## src/rtl/mca_decimation_sequencer.sv

```systemverilog
// mca_decimation_sequencer: sequences the multi-clock-adder FIR datapath of the downsampling estimator
//   clk, rst            : rising-edge clock, synchronous active-high reset
//   enable              : gates acceptance of new control words (in-flight computation still completes)
//   in_valid/in_ready   : control-word handshake, in_data passed to the S window as s_data
//   s_shift_en, s_data  : shift strobe and data for the external S window register
//   mca_start           : one-cycle start pulse to the adder tree
//   mca_sample          : adder result, captured MCA_LATENCY cycles after mca_start
//   out_valid/out_ready : one-entry output register handshake carrying out_sample
//   busy                : a computation is being started or awaited
//   overrun             : sticky, an unconsumed sample was overwritten
module mca_decimation_sequencer #(
  parameter int WIDTH_COEFFICIENT = 32,
  parameter int M = 4,
  parameter int PRIME_INPUTS = 64,
  parameter int DOWNSAMPLE = 4,
  parameter int MCA_LATENCY = 34
) (
  input  logic                                clk,
  input  logic                                rst,
  input  logic                                enable,
  input  logic                                in_valid,
  output logic                                in_ready,
  input  logic [M-1:0]                        in_data,
  output logic                                s_shift_en,
  output logic [M-1:0]                        s_data,
  output logic                                mca_start,
  input  logic signed [WIDTH_COEFFICIENT-1:0] mca_sample,
  output logic                                out_valid,
  input  logic                                out_ready,
  output logic signed [WIDTH_COEFFICIENT-1:0] out_sample,
  output logic                                busy,
  output logic                                overrun
);
  localparam int ACC_MAX = (PRIME_INPUTS > DOWNSAMPLE) ? PRIME_INPUTS : DOWNSAMPLE;
  localparam int AW = $clog2(ACC_MAX + 1);
  localparam int LW = $clog2(MCA_LATENCY + 1);
  localparam logic [AW-1:0] PRIME_LAST = AW'(PRIME_INPUTS - 1);
  localparam logic [AW-1:0] DS_LAST = AW'(DOWNSAMPLE - 1);
  localparam logic [LW-1:0] LAT_LAST = LW'(MCA_LATENCY - 1);
  typedef enum logic [1:0] {S_IDLE, S_START, S_WAIT} state_t;
  state_t                              r_state;
  logic                                r_primed;
  logic [AW-1:0]                       r_acc_cnt;
  logic [LW-1:0]                       r_lat_cnt;
  logic                                r_out_valid;
  logic signed [WIDTH_COEFFICIENT-1:0] r_out_sample;
  logic                                r_overrun;
  logic                                w_accept;
  logic                                w_wrap;
  logic                                w_capture;
  assign in_ready   = (r_state == S_IDLE) & enable & ~rst;
  assign w_accept   = in_valid & in_ready;
  assign s_shift_en = w_accept;
  assign s_data     = in_data;
  assign mca_start  = (r_state == S_START) & ~rst;
  assign busy       = (r_state != S_IDLE) & ~rst;
  assign out_valid  = r_out_valid;
  assign out_sample = r_out_sample;
  assign overrun    = r_overrun;
  // Priming fills the whole window once; afterwards every DOWNSAMPLE words trigger a computation.
  assign w_wrap    = r_primed ? (r_acc_cnt == DS_LAST) : (r_acc_cnt == PRIME_LAST);
  assign w_capture = (r_state == S_WAIT) & (r_lat_cnt == LAT_LAST);
  always_ff @(posedge clk) begin
    if (rst) begin
      r_state      <= S_IDLE;
      r_primed     <= 1'b0;
      r_acc_cnt    <= '0;
      r_lat_cnt    <= '0;
      r_out_valid  <= 1'b0;
      r_out_sample <= '0;
      r_overrun    <= 1'b0;
    end else begin
      case (r_state)
        S_IDLE: if (w_accept) begin
          r_acc_cnt <= w_wrap ? '0 : r_acc_cnt + 1'b1;
          if (w_wrap) begin
            r_primed <= 1'b1;
            r_state  <= S_START;
          end
        end
        S_START: begin
          r_lat_cnt <= '0;
          r_state   <= S_WAIT;
        end
        S_WAIT: begin
          r_lat_cnt <= r_lat_cnt + 1'b1;
          if (w_capture) r_state <= S_IDLE;
        end
        default: r_state <= S_IDLE;
      endcase
      // Capture never waits on out_ready: an unconsumed sample is overwritten and flagged.
      if (w_capture) begin
        r_out_sample <= mca_sample;
        r_out_valid  <= 1'b1;
        if (r_out_valid & ~out_ready) r_overrun <= 1'b1;
      end else if (r_out_valid & out_ready) begin
        r_out_valid <= 1'b0;
      end
    end
  end
endmodule
```

## config.mk

```make
export PLATFORM = sky130hd
export DESIGN_NAME = mca_decimation_sequencer
export DESIGN_NICKNAME = d
export VERILOG_FILES = /design/src/rtl/mca_decimation_sequencer.sv
export SDC_FILE = /design/constraint.sdc
export NUM_CORES = 1
export LEC_CHECK = 0
export BUFFER_PORTS_ARGS = -buffer_cell sky130_fd_sc_hd__clkbuf_2
export CORE_MARGIN = 3
export CORE_UTILIZATION = 51
export DETAILED_ROUTE_END_ITERATION = 10
export HOLD_SLACK_MARGIN = 0.08
export PLACE_DENSITY = 0.85
export SLEW_MARGIN = 30
export SYNTH_ARGS = -nofsm -noshare
export SYNTH_HDL_FRONTEND = slang
export SYNTH_SLANG_ARGS = --single-unit
```

## constraint.sdc

```tcl
create_clock -name clk -period 4.7 [get_ports clk]
set_input_delay 0.705 -clock clk [delete_from_list [all_inputs] [get_ports clk]]
set_output_delay 0.705 -clock clk [all_outputs]
set_load 0.1 [all_outputs]
```

==> run summary, run 1 <==
The number of rows created at floorplan came out at 22. The area of the multi-input gates came out at 925 sq um. The worst setup path is launched from a primary input. The routed metal-1 wirelength is 1780 um. The synthesized design contains 0 enable-type register cells. The required time reported for the critical path endpoint came out at 3.99 ns.

In the detailed route, the total length drawn on met3 is 234 um. Measured along the x axis, the die boundary spans 69.1 um. By count the netlist is led by sky130_fd_sc_hd__nand2_1 (72), sky130_fd_sc_hd__dfxtp_1 (50), sky130_fd_sc_hd__a21oi_1 (37). Summing the sequential cell areas from Yosys gives 49.2% of the chip area. The met2 layer wire length in the routed design is 2150 um. The die span in y came out at 69.1 um. The detailed-router iteration count before antenna repair came out at 4. The overall routed net length is 4260 um. In this run the worst path has a maximum fanout of 41. TritonCTS built the clock tree.

The pin count of the biggest net entering global routing came out at 42. The static leakage came out at 1.05 nW. The run finished with clean final reports. The total via count in the routed design came out at 1831. The count of final hold-check violations is 0. The longest clock path from root to sink contains 2 buffers.

Dividing the detail-routed wire length by the instance count gives 11.8 um. At the worst endpoint, the arrival time is 2.31 ns. The via-per-instance ratio is 5.09. In the post-synthesis netlist, the biggest area contributors are sky130_fd_sc_hd__dfxtp_1 (49%), sky130_fd_sc_hd__nand2_1 (13%), sky130_fd_sc_hd__a21oi_1 (9.1%).

The full die area came out at 4780 sq um. The number of levels in the clock H-tree came out at 2. The congestion estimate from routability-driven global placement came to 0.794.

The clock network latency to the later pin of the worst-skew pair came out at 0.29 ns. The first global-routing pass estimated 7330 um of wire. Dividing total power by cell area gives a power density of 299 nW/um^2. The core area is 3740 sq um. The starting utilization of the core area is 54.3%. The final worst setup slack came out at 1.69 ns. The worst setup path is captured at an output pin. Measured against its own limit, the worst slew margin works out to 46.2%.

The initial antenna violation count is 0. The number of buffers inserted during clock tree synthesis is 5. The count of different cell masters after synthesis is 34.

The fraction of layout cells with a size suffix above 1 is 27.2%. The total internal power is 0.596 mW. The total overflow reported by the global router came out at 0.

The synthesized instance count came out at 245. For the pin with the worst max-slew slack, the measured transition is 0.806 ns. The total negative setup slack came out at 0 ns. The count of max-cap constraint violations is 0.

When the netlist entered floorplanning its net count stood at 293. The highest metal layer carrying signal wires in the routed design is met4. The clock period minus final worst setup slack is 3.01 ns.

The max-slew violation count came out at 0. The number of antenna-violating nets in the routed design is 0. Buffers added to address setup during post-CTS repair amount to 0. The critical path is of the primary input to output pin type. The peak supply drop came out at 0.256 mV.

Summed over all instances, the cell type with the most area after synthesis is sky130_fd_sc_hd__dfxtp_1. The number of port buffers is 74. The synthesized area per cell is 8.30 sq um. The maximum clock frequency came out at 332 MHz.

Setup repair after global routing left no endpoint under its margin. The detailed router finished its first iteration with 80 violations. The total clock sinks came out at 50. After clock tree synthesis, the flow added hold-fix buffers numbering 0.

For this design the top-level I/O count stands at 83. The number of warnings reported in the yosys synthesis log is 0. The worst hold path belongs to the class register to register.

The most common cell in the synthesized netlist is sky130_fd_sc_hd__nand2_1. The number of gates given a new drive strength after cts is 0. For the final database, setup skew stands at 0.00498 ns. The root buffer cell is sky130_fd_sc_hd__clkbuf_8. 0 antenna diodes ended up in the layout. The via count of the first global-routing pass came out at 1754. In this run, the combinational gates consume 4.4% of the power. The pre-CTS setup slack came out at 1.69 ns. The wire-length estimate of the detail-placed layout is 3070 um. The mapped netlist covers 2030 sq um. The share of total power in sequential cells is 56.9%. The residual DRC count is 0. The flop and latch count out of synthesis is 50. The register cell area after layout is 1000 sq um.

The worst path uses 64.1% of the clock period. The area growth from synthesis to layout is 22.8%. The worst setup slack for register-to-register paths is 2.67 ns.

The portion of synthesized cell area occupied by the leading cell type came out at 49.2%. The number of setup violations in the final report is 0. The reported net switching power is 0.149 mW. The fill cell total of the finished layout is 332. Among all flip-flop cells after synthesis, the most frequent one is sky130_fd_sc_hd__dfxtp_1. The async set or reset register ratio after synthesis came out at 0%. Across every metal layer, demand over resource in global routing totals 18.4%. The clock transition time at the flip-flop clock pins of the worst setup and hold paths is 0.08 ns. The fraction of power spent switching nets came out at 20.0%. The clock network accounts for 38.7% of the total power.

The final net count came out at 359.
==> path summary, 6_finish.rpt <==
kind	startpoint	endpoint	depth (start not counted)
worst min register to register	out_sample[19]	out_sample[19]	2
worst max-delay path	rst	s_shift_en	3
worst max register to register	r_state[0]	r_acc_cnt[2]	6
worst min-delay path	out_sample[19]	out_sample[19]	2
==> power groups by stage <==
stage / Clock, mW / Sequential, mW / Combinational [mW]
3_3_place_gp: 0 / 0.434 / 0.0327
3_5_place_dp: 0 / 0.434 / 0.0326
5_1_grt: 0.317 / 0.425 / 0.0355
6_report: 0.289 / 0.424 / 0.0325
2_1_floorplan: 0 / 0.434 / 0.0317
4_1_cts: 0.295 / 0.424 / 0.0327
==> flip-flops by register name (all words and copies together) (netlist names) <==
| signal | count |
|---|---|
| out_sample | 32 |
| r_acc_cnt | 7 |
| r_lat_cnt | 6 |
| r_state | 2 |
| out_valid | 1 |
| overrun | 1 |
| r_primed | 1 |
==> critical path, stage by stage <==
cell	delay, ns
sky130_fd_sc_hd__clkbuf_2	0.44
sky130_fd_sc_hd__and4b_1	0.62
sky130_fd_sc_hd__clkbuf_2	0.52
==> cells in the final DEF (no fill, tap or decap) <==
cell / synthesis / final
sky130_fd_sc_hd__or4_1: 1 / 1
sky130_fd_sc_hd__a211o_1: 1 / 1
sky130_fd_sc_hd__a21boi_1: 1 / 1
sky130_fd_sc_hd__o21ai_0: 3 / 3
sky130_fd_sc_hd__dfxtp_1: 50 / 50
sky130_fd_sc_hd__and4b_1: 1 / 1
sky130_fd_sc_hd__nand2b_1: 1 / 1
sky130_fd_sc_hd__and3b_1: 1 / 1
sky130_fd_sc_hd__clkbuf_1: 8 / 2
sky130_fd_sc_hd__nor4b_4: 1 / 1
sky130_fd_sc_hd__bufinv_16: 0 / 1
sky130_fd_sc_hd__mux2i_1: 2 / 2
sky130_fd_sc_hd__o21a_1: 1 / 1
sky130_fd_sc_hd__ha_1: 7 / 7
sky130_fd_sc_hd__buf_4: 5 / 1
sky130_fd_sc_hd__clkbuf_2: 0 / 74
sky130_fd_sc_hd__clkbuf_8: 0 / 5
sky130_fd_sc_hd__nand3_1: 2 / 2
sky130_fd_sc_hd__nand2_1: 72 / 72
sky130_fd_sc_hd__nor4_1: 1 / 1
sky130_fd_sc_hd__and3_2: 0 / 1
sky130_fd_sc_hd__xnor2_1: 2 / 2
sky130_fd_sc_hd__xor2_1: 7 / 7
sky130_fd_sc_hd__nand3b_1: 1 / 1
sky130_fd_sc_hd__nor2_1: 14 / 14
sky130_fd_sc_hd__o31ai_2: 1 / 1
sky130_fd_sc_hd__nor2b_1: 1 / 1
sky130_fd_sc_hd__and3_1: 3 / 2
sky130_fd_sc_hd__or3_1: 1 / 1
sky130_fd_sc_hd__a31oi_1: 1 / 1
sky130_fd_sc_hd__a21oi_1: 37 / 37
sky130_fd_sc_hd__inv_1: 7 / 7
sky130_fd_sc_hd__nor3_1: 1 / 1
sky130_fd_sc_hd__o21ba_2: 1 / 1
sky130_fd_sc_hd__and2_1: 2 / 2
sky130_fd_sc_hd__nand4_1: 4 / 4
sky130_fd_sc_hd__a22oi_1: 1 / 1
==> logic make-up (layout without fill, tap and decap cells) <==
kind of cell    after synthesis  count (layout)  synth area share, %
compound gates               47              47                 12.8
xor+xnor                      9               9                 3.88
fa+ha+maj                     7               7                 4.31
buf+inv                      23              90                 5.35
flops                        50              50                 49.2
mux                           2               2                0.985
simple gates                107             107                 23.4
==> stage by stage <==
| stage | instance area (sq um) | cells | hold WS [ns] | power, mW | util [%] |
|---|---|---|---|---|---|
| final | 2500 | 360 | 0.458 | 0.746 | 66.7 |
| after global routing | 2500 | 360 | 0.480 | 0.777 | 66.7 |
| after CTS | 2500 | 360 | 0.459 | 0.752 | 66.7 |
| after detailed placement | 2390 | 352 | 0.447 | 0.467 | 63.8 |
| after global placement | 2390 | 352 | 0.442 | 0.467 | 63.8 |
| after floorplan | 2030 | 245 | 0.455 | 0.466 | - |
==> final cells by class <==
class,count,share of cell area [%]
sequential,50,40.1
multi-input combinational,172,37.0
timing repair buffer,75,15.1
clock buffer,7,3.06
tap,48,2.41
clock inverter,1,1.20
inverter,7,1.05
==> metal layers <==
layer	vias up	GRT usage, %
met5	-	0
met1	842	21.0
met3	13	4.81
met2	48	31.8
met4	0	8.46
li1	928	-
(Power assumes the default switching activity.)
==> inputs of run 2 (changes only) <==
- ABC_AREA: not set -> 1
- CORE_UTILIZATION: 51 -> 43
- PLACE_DENSITY: 0.85 -> 0.76
- clock period: 4.7 -> 2.5 ns (I/O delays scaled with it)
==> run 2 against run 1 <==
Against the previous run: routed wire length is 4.2% higher; setup slack got worse by 1.3 ns; via count is 2.5% higher; critical path depth increased by 2; synthesized cell count up 10%; hold slack worse by 0.17 ns; core utilization is 12 points lower; clock skew increased by 0.0027 ns; critical endpoint unchanged.
==> run summary, run 2 <==
Status: completed (unchanged). The flop and latch count out of synthesis is 50 (unchanged). The number of diodes was 0 (unchanged). The count of buffer and inverter cells on the critical path came to 3 (was 2). The most common cell after layout, fill and taps aside is sky130_fd_sc_hd__nand2_1 (was sky130_fd_sc_hd__clkbuf_2). The worst path in the final design needs a cycle of 2.12 ns, including I/O delays and setup. The worst setup path category is register to output pin (was primary input to output pin). The clock network latency to the later pin of the worst-skew pair is 0.30 ns (was 0.29 ns). The overall routed net length is 4440 um (was 4260 um).

The width of the die is 76.7 um (was 69.1 um). The total clock sinks came to 50 (unchanged). The max-slew violation count is 0 (unchanged). The required time reported for the critical path endpoint is 2.12 ns (was 3.99 ns). The peak supply drop is 0.315 mV (was 0.256 mV). The stage delay of the slowest cell on the critical path came out at 0.46 ns (was 0.62 ns). The buffer depth of the longest clock path came out at 2 (unchanged). The cell area power density came out at 519 nW/um^2 (was 299 nW/um^2). The number of antenna-violating nets in the routed design is 0 (unchanged). The most common flop cell mapped by yosys is sky130_fd_sc_hd__dfxtp_1 (unchanged). The first-iteration detailed-routing DRC count was 104 (was 80).

The async set or reset register ratio after synthesis came to 0% (unchanged). The number of gates given a new drive strength after cts came to 0 (unchanged). The number of rows created at floorplan came out at 25 (was 22).

The transition time at the pin with the least slew margin is 0.552 ns (was 0.806 ns). The top-level I/O count came out at 83 (unchanged). The clock tree from TritonCTS is done (unchanged). The clock transition time at the flip-flop clock pins of the worst setup and hold paths is 0.09 ns (was 0.08 ns). The kind of end point of the critical path is an output pin (unchanged). The number of port buffers came out at 74 (unchanged). The area of the multi-input gates is 970 sq um (was 925 sq um).

The origin of the worst min-delay path is mca_sample[13] (was out_sample[19]). The count of max-cap constraint violations came out at 0 (unchanged). The fill cell total of the finished layout is 474 (was 332). The total power draw came out at 1.36 mW (was 0.746 mW). The die span in y came to 76.7 um (was 69.1 um). The count of final hold-check violations is 0 (unchanged). The combined area of all synthesized cells came out at 2150 sq um (was 2030 sq um). The detailed-router iteration count before antenna repair came to 4 (unchanged). The last weighted congestion value of the routability-driven placer came out at 0.786 (was 0.794). The beginning of the critical path is r_state[1] (was rst). Top cells by area in the synthesized netlist: sky130_fd_sc_hd__dfxtp_1 (47%), sky130_fd_sc_hd__nand2_1 (13%), sky130_fd_sc_hd__a21oi_1 (7.2%) (was sky130_fd_sc_hd__dfxtp_1 (49%), sky130_fd_sc_hd__nand2_1 (13%), sky130_fd_sc_hd__a21oi_1 (9.1%)). The cell type with the highest aggregate area in the netlist is sky130_fd_sc_hd__dfxtp_1 (unchanged). The dominant cell by count in the synthesized netlist is sky130_fd_sc_hd__nand2_1 (unchanged). The via-per-instance ratio is 4.62 (was 5.09). The initial antenna violation count came out at 0 (unchanged). The starting utilization of the core area came out at 44.9% (was 54.3%).

The total overflow reported by the global router is 0 (unchanged). The worst-case headroom to the max-slew limit is 63.3% (was 46.2%). The data arrival time of the worst path came to 1.75 ns (was 2.31 ns). Most instantiated cells after synthesis: sky130_fd_sc_hd__nand2_1 (75), sky130_fd_sc_hd__dfxtp_1 (50), sky130_fd_sc_hd__a21oi_1 (31) (was sky130_fd_sc_hd__nand2_1 (72), sky130_fd_sc_hd__dfxtp_1 (50), sky130_fd_sc_hd__a21oi_1 (37)). The root buffer cell is sky130_fd_sc_hd__clkbuf_8 (unchanged). The number of warnings reported in the yosys synthesis log came to 0 (unchanged). The number of setup violations in the final report was 0 (unchanged). The routed length per instance is 10.9 um (was 11.8 um). Based on the critical path, the design can be clocked at up to 472 MHz.

The residual DRC count is 0 (unchanged). The cell family with the largest share of critical-path delay is buffers and inverters (unchanged). The number of levels in the clock H-tree is 2 (unchanged). The static leakage came to 1.08 nW (was 1.05 nW).

The first-pass GRT wire length was 7450 um (was 7330 um). The worst-path maximum fanout came out at 6 (was 41). The worst setup slack for register-to-register paths is 0.78 ns (was 2.67 ns). Worst-path cell chain: inv_1, ha_1, nand4_4, inv_2, clkbuf_2 (was clkbuf_2, and4b_1, clkbuf_2). The via count of the first global-routing pass is 1724 (was 1754).

The sequential element share of the synthesized area came out at 46.5% (was 49.2%). The count of different cell masters after synthesis is 29 (was 34). The count of flip-flops with a built-in enable after synthesis came out at 0 (unchanged). The cell with the biggest individual delay on the critical path is sky130_fd_sc_hd__clkbuf_2 (was sky130_fd_sc_hd__and4b_1). The overall routing resource usage came out at 15.3% (was 18.4%). The class of the tightest hold or removal check is primary input to register (was register to register).

The synthesized area per cell is 7.97 sq um (was 8.30 sq um). The post-CTS setup buffer count was 0 (unchanged). The hold-fix buffer count after cts is 0 (unchanged). The nature of the critical path startpoint is a register (was primary input). The register cell area after layout is 1000 sq um (unchanged).

The share of the cycle needed by the critical path after routing came out at 84.8%. The area added between synthesis and finish came out at 22.0% (was 22.8%). The number of flip-flops under the largest register name is 32 (unchanged).

The final net count is 386 (was 359). The net count after synthesis is 318 (was 293). The total via count in the routed design came out at 1876 (was 1831). The total negative setup slack is 0 ns (unchanged).

The total half-perimeter wirelength after legalization and detailed placement was 3300 um (was 3070 um). The number of buffers inserted during clock tree synthesis is 5 (unchanged). The fraction of layout cells with a size suffix above 1 is 33.0% (was 27.2%). The core area came out at 4790 sq um (was 3740 sq um). The clock skew is 0.00770 ns (was 0.00498 ns).

The synthesized instance count is 270 (was 245). Commonest non-fill, non-tap cells in the layout: sky130_fd_sc_hd__nand2_1 (75), sky130_fd_sc_hd__clkbuf_2 (74), sky130_fd_sc_hd__dfxtp_1 (50), sky130_fd_sc_hd__a21oi_1 (31), sky130_fd_sc_hd__nor2_1 (23) (was sky130_fd_sc_hd__clkbuf_2 (74), sky130_fd_sc_hd__nand2_1 (72), sky130_fd_sc_hd__dfxtp_1 (50), sky130_fd_sc_hd__a21oi_1 (37), sky130_fd_sc_hd__nor2_1 (14)). The full die area came out at 5890 sq um (was 4780 sq um). The portion of synthesized cell area occupied by the leading cell type was 46.5% (was 49.2%). RSZ-0062 raised after global routing: no (unchanged). The source of the worst register-to-register timing path was r_state[0] (unchanged). The pin count of the biggest net entering global routing is 34 (was 42).
-- run 2: cell types whose count changed after synthesis, sizes merged, moves of 3 or more --
cell / delta
nor2: +9
nand2: +14
a21oi: +4
and3: -3
nor3: +5
xor2: -4
nand3: +4
inv: +13
-- run 2: path summary, 6_finish.rpt --
| kind | endpoint | cells past startpoint |
|---|---|---|
| setup reg to reg | overrun | 6 |
| hold reg to reg | out_sample[18] | 2 |
| hold / removal | out_sample[13] | 3 |
| setup / recovery | s_shift_en | 5 |
-- run 2: through the flow --
step / hold slack [ns] / util, % / area (sq um) / worst slack [ns] / std cells
global route: 0.267 / 54.8 / 2630 / 0.254 / 406
finish: 0.288 / 54.8 / 2630 / 0.380 / 406
floorplan: 0.456 / - / 2150 / 0.141 / 270
detailed placement: 0.456 / 52.8 / 2520 / 0.698 / 398
global placement: 0.453 / 52.8 / 2520 / 0.748 / 398
CTS: 0.276 / 54.8 / 2630 / 0.359 / 406
-- run 2: final cells by class --
cell class / instances / share of cell area, %
tap: 67 / 3.19
sequential: 50 / 38.1
clock buffer: 6 / 3.15
clock inverter: 2 / 0.667
timing repair buffer: 76 / 14.7
inverter: 22 / 3.24
multi-input combinational: 183 / 36.9
-- run 2: cell families (layout without fill, tap and decap cells) --
logic type / after synthesis / in the layout / share of synthesized area (%)
compound gates: 47 / 47 / 13.1
xor+xnor: 3 / 3 / 1.22
simple gates: 126 / 126 / 26.7
flops: 50 / 50 / 46.5
buf+inv: 37 / 106 / 8.38
fa+ha+maj: 7 / 7 / 4.07
-- run 2: layer usage --
| layer | share of wire (%) | global-route usage (%) | wire (um) |
|---|---|---|---|
| met5 | 0 | 0 | 0 |
| met4 | 1.2 | 4.89 | 52 |
| met3 | 7.7 | 5.63 | 340 |
| met2 | 44 | 23.8 | 1980 |
| met1 | 47 | 19.7 | 2070 |
-- run 2: tightest hold or removal path, delay by kind of cell --
kind / cells / cell delay [ns]
compound gates: 1 / 0.05
buf+inv: 1 / 0.08
simple gates: 1 / 0.05
-- run 2: report_power, final --
group / internal [mW] / total, mW / leakage [nW] / switching (mW)
Combinational: 0.0261 / 0.0686 / 0.629 / 0.0425
Sequential: 0.797 / 0.799 / 0.403 / 0.00126
Clock: 0.228 / 0.495 / 0.0514 / 0.267
==> inputs of run 3 (changes only) <==
- clock period: 2.5 -> 1.82 ns (I/O delays scaled with it)
==> run 3 against run 2 <==
Against the previous run: non-clock buffer count up 1; flip-flop and latch count stayed put; highest routed layer unchanged; first-iteration DRC count decreased by 47%.
==> run summary, run 3 (same netlist as run 2, synthesis figures left out) <==
The count of max-cap constraint violations came out at 0 (unchanged). The area of the multi-input gates came out at 987 sq um (was 970 sq um). The total via count in the routed design was 1861 (was 1876). The number of flip-flops under the largest register name came out at 32 (unchanged). The total half-perimeter wirelength after legalization and detailed placement came out at 3150 um (was 3300 um). The width of the die is 76.7 um (unchanged). Worst-path cell chain: inv_1, ha_4, nand4_4, inv_2, buf_12 (was inv_1, ha_1, nand4_4, inv_2, clkbuf_2).

After layout, the worst path uses 94.5% of the clock period. The last weighted congestion value of the routability-driven placer came out at 0.814 (was 0.786). The share of total power in sequential cells came to 54.7% (was 58.6%). The stage delay of the slowest cell on the critical path is 0.34 ns (was 0.46 ns).

The cell family with the largest share of critical-path delay is buffers and inverters (unchanged). The overall routed net length is 4420 um (was 4440 um). The clock skew came out at 0.0104 ns (was 0.00770 ns). The residual DRC count was 0 (unchanged). The via-per-instance ratio is 4.57 (was 4.62). The register cell area after layout was 1000 sq um (unchanged). The static leakage was 1.11 nW (was 1.08 nW). The number of diodes was 0 (unchanged). The starting utilization of the core area is 44.9% (unchanged). The count of final hold-check violations is 0 (unchanged). The transition time at the pin with the least slew margin is 0.554 ns (was 0.552 ns). The clock network latency to the later pin of the worst-skew pair is 0.30 ns (about the same). The cell with the biggest individual delay on the critical path was sky130_fd_sc_hd__dfxtp_1 (was sky130_fd_sc_hd__clkbuf_2).

The max-slew violation count came out at 0 (unchanged). For this run, the top clock speed supported by timing is 582 MHz. The placed standard-cell area is 2600 sq um (was 2520 sq um).

The post-route cell area is 2730 sq um (was 2630 sq um). Subtracting the final worst setup slack from the clock period gives 1.72 ns. The clock tree from TritonCTS is done (unchanged). The worst-case headroom to the max-slew limit is 63.3% (about the same). The logic gate share of total power is 5.2% (was 5.0%). The hold-fix buffer count after cts came to 0 (unchanged).

The total overflow reported by the global router came out at 0 (unchanged). The number of setup violations in the final report came out at 0 (unchanged). The number of port buffers is 74 (unchanged). The kind of end point of the critical path is an output pin (unchanged). The number of levels in the clock H-tree came out at 2 (unchanged). The root buffer cell is sky130_fd_sc_hd__clkbuf_8 (unchanged).

The first-pass GRT wire length came out at 7780 um (was 7450 um). The first-iteration detailed-routing DRC count is 55 (was 104). The fraction of layout cells with a size suffix above 1 is 34.1% (was 33.0%). Commonest non-fill, non-tap cells in the layout: sky130_fd_sc_hd__nand2_1 (75), sky130_fd_sc_hd__clkbuf_2 (70), sky130_fd_sc_hd__dfxtp_1 (50), sky130_fd_sc_hd__a21oi_1 (31), sky130_fd_sc_hd__nor2_1 (21) (was sky130_fd_sc_hd__nand2_1 (75), sky130_fd_sc_hd__clkbuf_2 (74), sky130_fd_sc_hd__dfxtp_1 (50), sky130_fd_sc_hd__a21oi_1 (31), sky130_fd_sc_hd__nor2_1 (23)). The overall routing resource usage is 15.9% (was 15.3%).

The most common cell after layout, fill and taps aside is sky130_fd_sc_hd__nand2_1 (unchanged). The number of rows created at floorplan came out at 25 (unchanged). The nature of the critical path startpoint is a register (unchanged). RSZ-0062 raised after global routing: no (unchanged). The class of the tightest hold or removal check is primary input to register (unchanged).

The total clock sinks came out at 50 (unchanged). The fill cell total of the finished layout is 452 (was 474). The required time reported for the critical path endpoint came out at 1.55 ns (was 2.12 ns). The count of buffer and inverter cells on the critical path was 3 (unchanged). The total negative setup slack came out at 0 ns (unchanged).

The number of antenna-violating nets in the routed design is 0 (unchanged). The routed length per instance is 10.9 um (about the same). The fraction of power consumed by the clock network came out at 40.1% (was 36.3%). The initial antenna violation count came out at 0 (unchanged). The post-route core utilization came out at 57.0% (was 54.8%).

The worst-path maximum fanout came out at 6 (unchanged). The clock transition time at the flip-flop clock pins of the worst setup and hold paths is 0.10 ns (was 0.09 ns). The data arrival time of the worst path was 1.45 ns (was 1.75 ns).

Status: completed (unchanged). The core area came out at 4790 sq um (unchanged). The full die area is 5890 sq um (unchanged). The die span in y came out at 76.7 um (unchanged). The cell area power density is 735 nW/um^2 (was 519 nW/um^2).

The via count of the first global-routing pass came to 1770 (was 1724). The worst setup path category is register to output pin (unchanged). The detailed-router iteration count before antenna repair came out at 4 (unchanged). The final net count came out at 387 (was 386). The top-level I/O count came to 83 (unchanged). The total internal power came out at 1.56 mW (was 1.05 mW). The buffer depth of the longest clock path came out at 2 (unchanged). The pin count of the biggest net entering global routing was 34 (unchanged). The number of buffers inserted during clock tree synthesis is 5 (unchanged).

The area added between synthesis and finish was 26.8% (was 22.0%). The peak supply drop came out at 0.413 mV (was 0.315 mV). The reported net switching power is 0.449 mW (was 0.311 mW). The fraction of power spent switching nets is 22.4% (was 22.8%).
run 3: cell types whose count changed in the layout (fill, tap and decap cells not counted), sizes merged:
cell / change
buf: +5
clkbuf: -5
bufinv: +1
clkinv: -2
inv: +2
run 3: metal layers:
layer	up-vias	GRT usage, %	routed length (um)
met4	0	4.35	51
met5	-	0	0
li1	990	-	-
met2	52	27.4	2050
met1	814	18.9	2010
met3	5	5.16	315
run 3: power by group through the flow:
| stage | registers [mW] | clock network, mW | logic (mW) |
|---|---|---|---|
| floorplan | 1.12 | 0 | 0.0876 |
| global placement | 1.12 | 0 | 0.106 |
| detailed placement | 1.12 | 0 | 0.105 |
| CTS | 1.10 | 0.838 | 0.105 |
| global route | 1.10 | 0.878 | 0.113 |
| finish | 1.10 | 0.805 | 0.104 |
run 3: area by class of cell:
class | instances | area share [%]
Timing Repair Buffer | 77 | 16.6
Tap cell | 67 | 3.07
Multi-Input combinational cell | 183 | 36.2
Clock buffer | 5 | 2.52
Inverter | 22 | 3.17
Sequential cell | 50 | 36.7
Clock inverter | 3 | 1.74
run 3: what timing repair did:
action | CTS | global route
gates resized for setup | 0 | 3
buffers inserted | 0 | 0
setup endpoints to repair | 0 | 4
run 3: worst min-delay path: stages:
cell	delay [ns]
sky130_fd_sc_hd__clkbuf_2	0.08
sky130_fd_sc_hd__nand2_1	0.05
sky130_fd_sc_hd__a21oi_1	0.05
run 3: final timing paths:
check | to | cells past startpoint | from | slack (ns)
setup / recovery | s_shift_en | 5 | r_state[1] | 0.10
hold / removal | out_sample[1] | 3 | mca_sample[1] | 0.18
setup reg to reg | out_sample[3] | 6 | r_state[0] | 0.27
hold reg to reg | out_sample[22] | 2 | out_sample[22] | 0.47
run 3: stage by stage:
step           hold WS, ns  cells  total power, mW  setup slack [ns]
6_report             0.185    407             2.01             0.101
5_1_grt              0.173    407             2.09           0.00326
2_1_floorplan        0.409    270             1.21            0.0508
3_5_place_dp         0.456    399             1.23             0.116
3_3_place_gp         0.451    399             1.23             0.159
4_1_cts              0.174    407             2.04           0.00625
